[src/rtl/ex_stage_p.sv]
// ex_stage_p: execute stage (forwarding, AC-in/AC-out accumulators, ALU); EX_STAGE_MUL_EN adds a shift-add multiplier FSM.
// Latency: one cycle for ALU ops; WIDTH+1 cycles acceptance-to-valid_out for MUL when EX_STAGE_MUL_EN is defined.
// Backpressure: stall is high while the multiplier iterates and upstream must hold; there is no downstream ready.
module ex_stage_p #(
  parameter int WIDTH  = 8,
  parameter int RD_W   = 2,
  parameter int CTRL_W = 6
) (
  input  logic              clock,
  input  logic              reset_n,
  input  logic              valid_in,
  input  logic [2:0]        funct,
  input  logic [WIDTH-1:0]  reg_val,
  input  logic [WIDTH-1:0]  imm,
  input  logic [WIDTH-1:0]  pc,
  input  logic              sel_imm,
  input  logic              load_ac,
  input  logic              store_out,
  input  logic [1:0]        fwd,
  input  logic              fwd_to_ac,
  input  logic [WIDTH-1:0]  data_mem,
  input  logic [CTRL_W-1:0] ctrl_in,
  input  logic [RD_W-1:0]   rd_in,
  output logic              stall,
  output logic              valid_out,
  output logic [WIDTH-1:0]  ac_out,
  output logic              zero_out,
  output logic              carry_out,
  output logic [WIDTH-1:0]  jump_target,
  output logic [WIDTH-1:0]  rs_out,
  output logic [RD_W-1:0]   rd_out,
  output logic [CTRL_W-1:0] ctrl_out
);

  logic              accept;
  logic [WIDTH-1:0]  acBase;
  logic [WIDTH-1:0]  acInSrc;
  logic [WIDTH-1:0]  opA;
  logic [WIDTH-1:0]  acIn;
  logic [WIDTH:0]    sum;
  logic [WIDTH-1:0]  aluRes;
  logic              aluCarry;
  logic              mulStart;
  logic              mulDone;
  logic              mulWrite;
  logic [WIDTH-1:0]  mulRes;
  logic [CTRL_W-1:0] mulDoneCtrl;

  assign accept = valid_in && !stall;
  assign acBase = sel_imm ? imm : reg_val;

  // The forward mux serves exactly one path; the other keeps its base value.
  always_comb begin
    acInSrc = acBase;
    opA     = reg_val;
    if (fwd_to_ac) begin
      case (fwd)
        2'b01:   acInSrc = ac_out;
        2'b10:   acInSrc = data_mem;
        default: acInSrc = acBase;
      endcase
    end else begin
      case (fwd)
        2'b01:   opA = ac_out;
        2'b10:   opA = data_mem;
        default: opA = reg_val;
      endcase
    end
  end

  always_ff @(posedge clock or negedge reset_n) begin
    if (!reset_n) begin
      acIn <= '0;
    end else if (accept && load_ac) begin
      acIn <= acInSrc;
    end
  end

  assign sum = {1'b0, opA} + {1'b0, acIn};

  always_comb begin
    aluRes   = '0;
    aluCarry = 1'b0;
    case (funct)
      3'b000: begin
        aluRes   = sum[WIDTH-1:0];
        aluCarry = sum[WIDTH];
      end
      3'b001: begin
        aluRes   = opA - acIn;
        aluCarry = (opA < acIn);
      end
      3'b010: aluRes = opA & acIn;
      3'b011: aluRes = opA | acIn;
      3'b100: aluRes = opA ^ acIn;
      3'b101: aluRes = {{(WIDTH-1){1'b0}}, (opA < acIn)};
      3'b110: begin
        aluRes   = {opA[WIDTH-2:0], 1'b0};
        aluCarry = opA[WIDTH-1];
      end
      default: begin
        aluRes   = '0;
        aluCarry = 1'b0;
      end
    endcase
  end

`ifdef EX_STAGE_MUL_EN
  typedef enum logic [1:0] {IDLE, MUL, DONE} mulState_t;
  localparam int CNT_W = $clog2(WIDTH);

  mulState_t         state;
  mulState_t         nextState;
  logic [CNT_W-1:0]  mulCnt;
  logic [WIDTH-1:0]  mulAcc;
  logic [WIDTH-1:0]  mulA;
  logic [WIDTH-1:0]  mulB;
  logic [WIDTH-1:0]  mulProd;
  logic              mulLast;
  logic              mulStore;
  logic [CTRL_W-1:0] mulCtrl;

  assign mulStart = accept && (funct == 3'b111);
  assign mulLast  = (state == MUL) && (mulCnt == CNT_W'(WIDTH - 1));
  assign mulProd  = mulAcc + (mulB[0] ? mulA : '0);
  assign stall    = (state == MUL);

  always_ff @(posedge clock or negedge reset_n) begin
    if (!reset_n) begin
      state <= IDLE;
    end else begin
      state <= nextState;
    end
  end

  always_comb begin
    nextState = state;
    case (state)
      MUL:     if (mulLast) nextState = DONE;
      default: nextState = mulStart ? MUL : IDLE;
    endcase
  end

  // Multiplier consumes one bit of B per cycle, low bit first.
  always_ff @(posedge clock or negedge reset_n) begin
    if (!reset_n) begin
      mulAcc   <= '0;
      mulA     <= '0;
      mulB     <= '0;
      mulCnt   <= '0;
      mulStore <= 1'b0;
      mulCtrl  <= '0;
    end else if (mulStart) begin
      mulAcc   <= '0;
      mulA     <= opA;
      mulB     <= acIn;
      mulCnt   <= '0;
      mulStore <= store_out && !load_ac;
      mulCtrl  <= ctrl_in;
    end else if (state == MUL) begin
      mulAcc <= mulProd;
      mulA   <= {mulA[WIDTH-2:0], 1'b0};
      mulB   <= {1'b0, mulB[WIDTH-1:1]};
      mulCnt <= mulCnt + CNT_W'(1);
    end
  end

  assign mulDone     = mulLast;
  assign mulWrite    = mulStore;
  assign mulRes      = mulProd;
  assign mulDoneCtrl = mulCtrl;
`else
  assign stall       = 1'b0;
  assign mulStart    = 1'b0;
  assign mulDone     = 1'b0;
  assign mulWrite    = 1'b0;
  assign mulRes      = '0;
  assign mulDoneCtrl = '0;
`endif

  // Bubble cycles clear valid_out and ctrl_out; the data registers hold.
  always_ff @(posedge clock or negedge reset_n) begin
    if (!reset_n) begin
      valid_out   <= 1'b0;
      ac_out      <= '0;
      zero_out    <= 1'b0;
      carry_out   <= 1'b0;
      jump_target <= '0;
      rs_out      <= '0;
      rd_out      <= '0;
      ctrl_out    <= '0;
    end else begin
      valid_out <= 1'b0;
      ctrl_out  <= '0;
      if (accept) begin
        jump_target <= pc + imm;
        rs_out      <= reg_val;
        rd_out      <= rd_in;
        if (!mulStart) begin
          valid_out <= 1'b1;
          ctrl_out  <= ctrl_in;
          if (store_out && !load_ac) begin
            ac_out    <= aluRes;
            zero_out  <= (aluRes == '0);
            carry_out <= aluCarry;
          end
        end
      end
      if (mulDone) begin
        valid_out <= 1'b1;
        ctrl_out  <= mulDoneCtrl;
        if (mulWrite) begin
          ac_out    <= mulRes;
          zero_out  <= (mulRes == '0);
          carry_out <= 1'b0;
        end
      end
    end
  end

endmodule
[config.mk]
export PLATFORM = sky130hd
export DESIGN_NAME = ex_stage_p
export DESIGN_NICKNAME = d
export VERILOG_FILES = /design/src/rtl/ex_stage_p.sv
export SDC_FILE = /design/constraint.sdc
export NUM_CORES = 1
export LEC_CHECK = 0
export ABC_AREA = 1
export CORE_UTILIZATION = 50
export DETAILED_ROUTE_END_ITERATION = 6
export PLACE_DENSITY = 0.81
export SETUP_SLACK_MARGIN = 0.05
export SYNTH_ARGS = -nofsm -noshare
export SYNTH_HDL_FRONTEND = slang
export SYNTH_SLANG_ARGS = --single-unit
[constraint.sdc]
create_clock -name clock -period 2.4 [get_ports clock]
set_clock_uncertainty 0.15 [all_clocks]
set_input_delay 0.6 -clock clock [delete_from_list [all_inputs] [get_ports clock]]
set_output_delay 0.6 -clock clock [all_outputs]
set_load 0.01 [all_outputs]
---- Word-level counts from Yosys, hierarchy flattened ----
Cells that the tools add are included.
Widths: inputs -> output; s select.
word-level totals
  bits of input ports ..................... 52
  register bits ........................... 43
  logic and storage cells ................. 39
  output and inout bits ................... 36
operators by class
  bitwise gates (word level) .............. 3
  equality and inequality tests ........... 8
  mux-type cells .......................... 9
  $add $sub $neg .......................... 3
  reduce and logical (&&, ||, !) cells .... 6
  order comparisons ....................... 1
operators by type and width
  kind                count
  $pmux 8 s7          1
  $pmux 8 s2          2
  $mux 8              3
  $add 8x8->9         1
  $eq 3x3->1 const B  3
  $add 8x8->8         1
  $and 8x8->8         1
  $logic_not 8->1     1
  $lt 8x8->1          1
  $or 8x8->8          1
  $sub 8x8->8         1
  $xor 8x8->8         1
  $eq 3x2->1 const B  2
  $mux 6              1
  $eq 3x1->1 const B  1
  $logic_not 3->1     1
  $pmux 1 s3          1
  $eq 2x1->1 const B  1
  $eq 2x2->1 const B  1
  $logic_and 1x1->1   2
  $reduce_and 2->1    1
  $logic_not 1->1     1
  $mux 1              1

---- Longest topological paths before layout ----
  depth after elaboration ................. 6
  depth in mapped cells ................... 21
  gate-level depth less buffers ........... 21

---- Worst setup path before layout ----
OpenSTA, ideal clock, no wires.
  path type ............................... input to register
  start ................................... input port fwd[0]
  end ..................................... register zero_out
  path buffers ............................ 0
  arrival ................................. 2700 ps
  required time ........................... 2184 ps
  setup slack ............................. -516 ps
  cell stages on the path ................. 19
  cell sequence ........................... inv_1 > ha_1 > inv_1 > nand2_2 > nand2_1 > nand2_1 > inv_1 > ha_1 > inv_1 > fa_1 > inv_1 > nand3_1 > nand2_1 > nor2_1 > o21ai_0 > nand3_1 > nor2_1 > nand3_1 > nand2_1
on the way
  cells in the longest elaborated chain, start to end .. 6
  elaborated cells on any way between the ends .. 12
ends and longest elaborated chain
  element                                   line  source
  start: declaration                        19    input logic [1:0] fwd,
  $eq 2x2->1 or $eq 2x1->1 (tied branches)  63    case (fwd)
  $pmux 8 s2 *                              63
  $mux 8 *                                  56    if (fwd_to_ac) begin
  $sub 8x8->8 (tied with other cells)       90    aluRes = opA - acIn;
  $pmux 8 s7 *                              84    case (funct)
  $logic_not 8->1 *                         204   zero_out <= (aluRes == '0);
  end signal: assignment                    204
  end signal: assignment                    214   zero_out <= (mulRes == '0);
  end: declaration                          27    output logic zero_out,
Every way passes the cells marked *; elsewhere a longest branch is shown, timed or not.
A chain may end at the register's enable or synchronous reset.

---- Final worst setup path ----
Ends and elaborated chain as after synthesis.

==> summary.md <==
| Metric | Value |
|---|---|
| WP data arrival | `2920 ps` |
| Clock root cell | `clkbuf_8` |
| Switch Pwr | `1.36 mW` |
| Final Slew Violations | `0` |
| Cell count after synthesis | `~530` |
| Switching Fraction | `40.6%` |
| GRT Overall Usage | `36.6%` |
| Hold slack | `218 ps` |
| Mean Syn Cell Area | `6.75 um2` |
| Detailed Route Iter0 Violations | `402` |
| Largest net degree at the start of global routing | `44` |
| Worst-Skew Late Latency | `300 ps` |
| Critical path required time | `2500 ps` |
| Most used DFF post-synth | `dfrtp_1` |
| Max Cap Viol | `0` |
| Slew @ Worst Pin | `592 ps` |
| Fin crit share | `118%` |
| CTS Buf Count | `5` |
| Layout cell share with drive strength beyond 1 | `34.9%` |
| Via density | `5.87` |
| Tightest Hold Check Type | `in -> async` |
| Worst setup margin | `-422 ps` |
| Detailed Routing Iterations Pass 1 | `5` |
| Port-buffer cells | `86` |
| Initial Utilization | `52.3%` |
| Syn_nets | `618` |
| Final nets | `~820` |
| YS warnings | `0` |
| RePlAce Congestion | `0.937` |
| DRC | `0` |
| Most common cell after layout, fill and taps aside | `nand2_1` |
| Initial antenna violation count | `0` |
| Via count | `4835` |
| First-pass GRT wire length | `21100 um` |
| Post-DP HPWL | `~9000 um` |
| Synthesized flop and latch total | `43` |
| Row count | `30` |
| Max clock buf depth | `2` |
| Period minus WS final | `2820 ps` |
| Num Clock Sinks | `between 40 and 50` |
| Post-synth EDFFs | `0` |
| Crit start category | `input port` |
| Max IR drop VDD | `roughly 0.42 mV` |
| PwrDens | `555 nW/um2` |
| H-tree depth | `2` |
| CP max FO | `4` |
| Critical path class | `in -> reg` |
| Area Growth Syn to Fin | `69.2%` |
| Most frequent cells in the layout | `nand2_1 (147), buf_4 (109), clkdlybuf4s50_1 (76), inv_1 (50), dfrtp_1 (43)` |
| Sequential cell area | `1080 um2` |
| Die X | `86.5 um` |
| Max Freq | `354 MHz` |
| Die height | `roughly 87 um` |
| Sequential element share of the synthesized area | `between 30% and 40%` |
| Endpoint class of the critical path | `flop` |
| Final setup vio count | `10` |
| Synth cell types | `40` |
| Seq pwr share | `27.2%` |
| Multi-input gate area | `between 2000 and 3000 um2` |
| Failing checks | `setup timing` |
| Routed wire length per instance | `19.5 um` |
| Ports | `88` |
| Outcome | `finished, violations left` |
| RSZ-0062 raised after global routing | `true` |
| Final hold violations | `0` |
| LEAKAGE | `around 3 nW` |
| Vias in the first global route | `~4500` |
| Part of the power in combinational logic | `56.7%` |
| Area of the core | `6830 um2` |
| ANT cells | `0` |
| Sum of negative setup slack | `-2820 ps` |
| Aggregate global routing overflow | `0` |
| Die ar. | `about 7500 um2` |
| Pint | `1.99 mW` |
| Clk network pwr share | `16.1%` |
| # hold bufs at CTS | `0` |
| Clock transition at path regs | `90 ps` |
| WL final | `16100 um` |
| Max-slew headroom | `roughly three fifths` |
| FILL cells | `314` |
| Post-Synthesis Cell Area | `3570 um2` |
| Synth async-reset ratio | `100%` |
| CTS tree | `yes` |
| ANT nets after route | `0` |
-- layout make-up --
| type | instances | area share, % |
|---|---|---|
| Sequential cell | 43 | 17.8 |
| Timing Repair Buffer | 206 | 30.2 |
| Tap cell | 96 | 1.99 |
| Clock buffer | 8 | 1.66 |
| Inverter | 77 | 5.11 |
| Multi-Input combinational cell | 394 | 43.3 |
-- flip-flops by register name, indices dropped and copies added (netlist names) --
register and flops:
ac_out 8, zero_out 1, rs_out 8, valid_out 1, carry_out 1, ctrl_out 6
acIn 8, rd_out 2, jump_target 8
-- cells by family after synthesis --
kind of cell	Yosys count	share of synthesized area, %
fa+ha+maj	37	13.6
simple gates	280	33.1
buf+inv	92	10.4
compound gates	73	11.9
flops	43	30.1
other cells	1	0.105
xor+xnor	3	0.736
-- critical path, stage by stage --
cell	delay [ps]
buf_8	80
inv_4	30
ha_4	290
nor2_4	60
nand3_2	110
nand2_4	70
buf_6	120
inv_4	50
ha_4	150
inv_4	40
fa_2	350
inv_2	90
buf_6	100
nand3_4	60
nand2_4	90
nand2_2	60
nand2_1	70
nand2_1	50
nand3_1	80
nand3_2	90
nor2_1	130
nand3_1	90
nand2_1	70
-- power by group through the flow --
| stage | combinational (mW) | clock (mW) | sequential [mW] |
|---|---|---|---|
| after global routing | 2.01 | 0.554 | 0.914 |
| after floorplan | 0.771 | 0 | 0.932 |
| after CTS | 1.69 | 0.520 | 0.895 |
| final | 1.90 | 0.541 | 0.911 |
| after global placement | 1.42 | 0 | 0.905 |
| after detailed placement | 1.45 | 0 | 0.906 |
-- through the flow --
stage                     setup slack [ps]  cell area (um2)  util (%)  cells  power (mW)
after floorplan                       -235             3780         -    529        1.70
after global routing                  -512             6040      88.5    824        3.48
final                                 -422             6040      88.5    824        3.36
after detailed placement             -1100             5300      77.6    780        2.36
after global placement               -1080             5300      77.6    780        2.33
after CTS                             -293             5860      85.8    814        3.10
-- metal layers --
| metal | global-route usage (%) | vias up | routed length [um] |
|---|---|---|---|
| li1 | - | 2075 | - |
| met1 | 40.6 | 2203 | 5440 |
| met2 | 65.8 | 418 | 7800 |
| met3 | 7.71 | 139 | 1700 |
| met4 | 19.2 | 0 | 1160 |
| met5 | 0 | - | 0 |
-- path summary, 6_finish.rpt --
kind                                  startpoint                          to  slack, ps  depth (start not counted)
setup / recovery                          fwd[0]        zero_out$_DFFE_PN0P_       -420                         23
hold / removal                           reset_n  jump_target[5]$_DFFE_PN0P_        220                          2
setup reg to reg           ac_out[0]$_DFFE_PN0P_        zero_out$_DFFE_PN0P_       -160                         20
hold reg to reg            carry_out$_DFFE_PN0P_       carry_out$_DFFE_PN0P_        340                          2
max in group asynchronous                reset_n       ctrl_out[0]$_DFF_PN0_       1470                          2
min in group clock         carry_out$_DFFE_PN0P_       carry_out$_DFFE_PN0P_        340                          2
-- cell usage after synthesis (5+ instances only) --
master    instances  share of area, %
ha_1             34                12
nor2_2            6               1.1
o21ai_0          24               3.4
nand2_1         172                18
inv_1            70               7.4
nand3_1          50               7.0
nor2_1           34               3.6
clkbuf_1          5              0.53
nand2_2           5              0.88
inv_2             6              0.63
a21oi_1          27               3.8
buf_2             5              0.70
nand4_1           6               1.1
dfrtp_1          43                30
-- timing repair --
item | 4_1_cts | 5_1_grt
setup buffers | 26 | 12
gates resized for setup | 84 | 28
pin swaps | 60 | 28
setup endpoints to repair | 11 | 15
(Power assumes the default switching activity.)
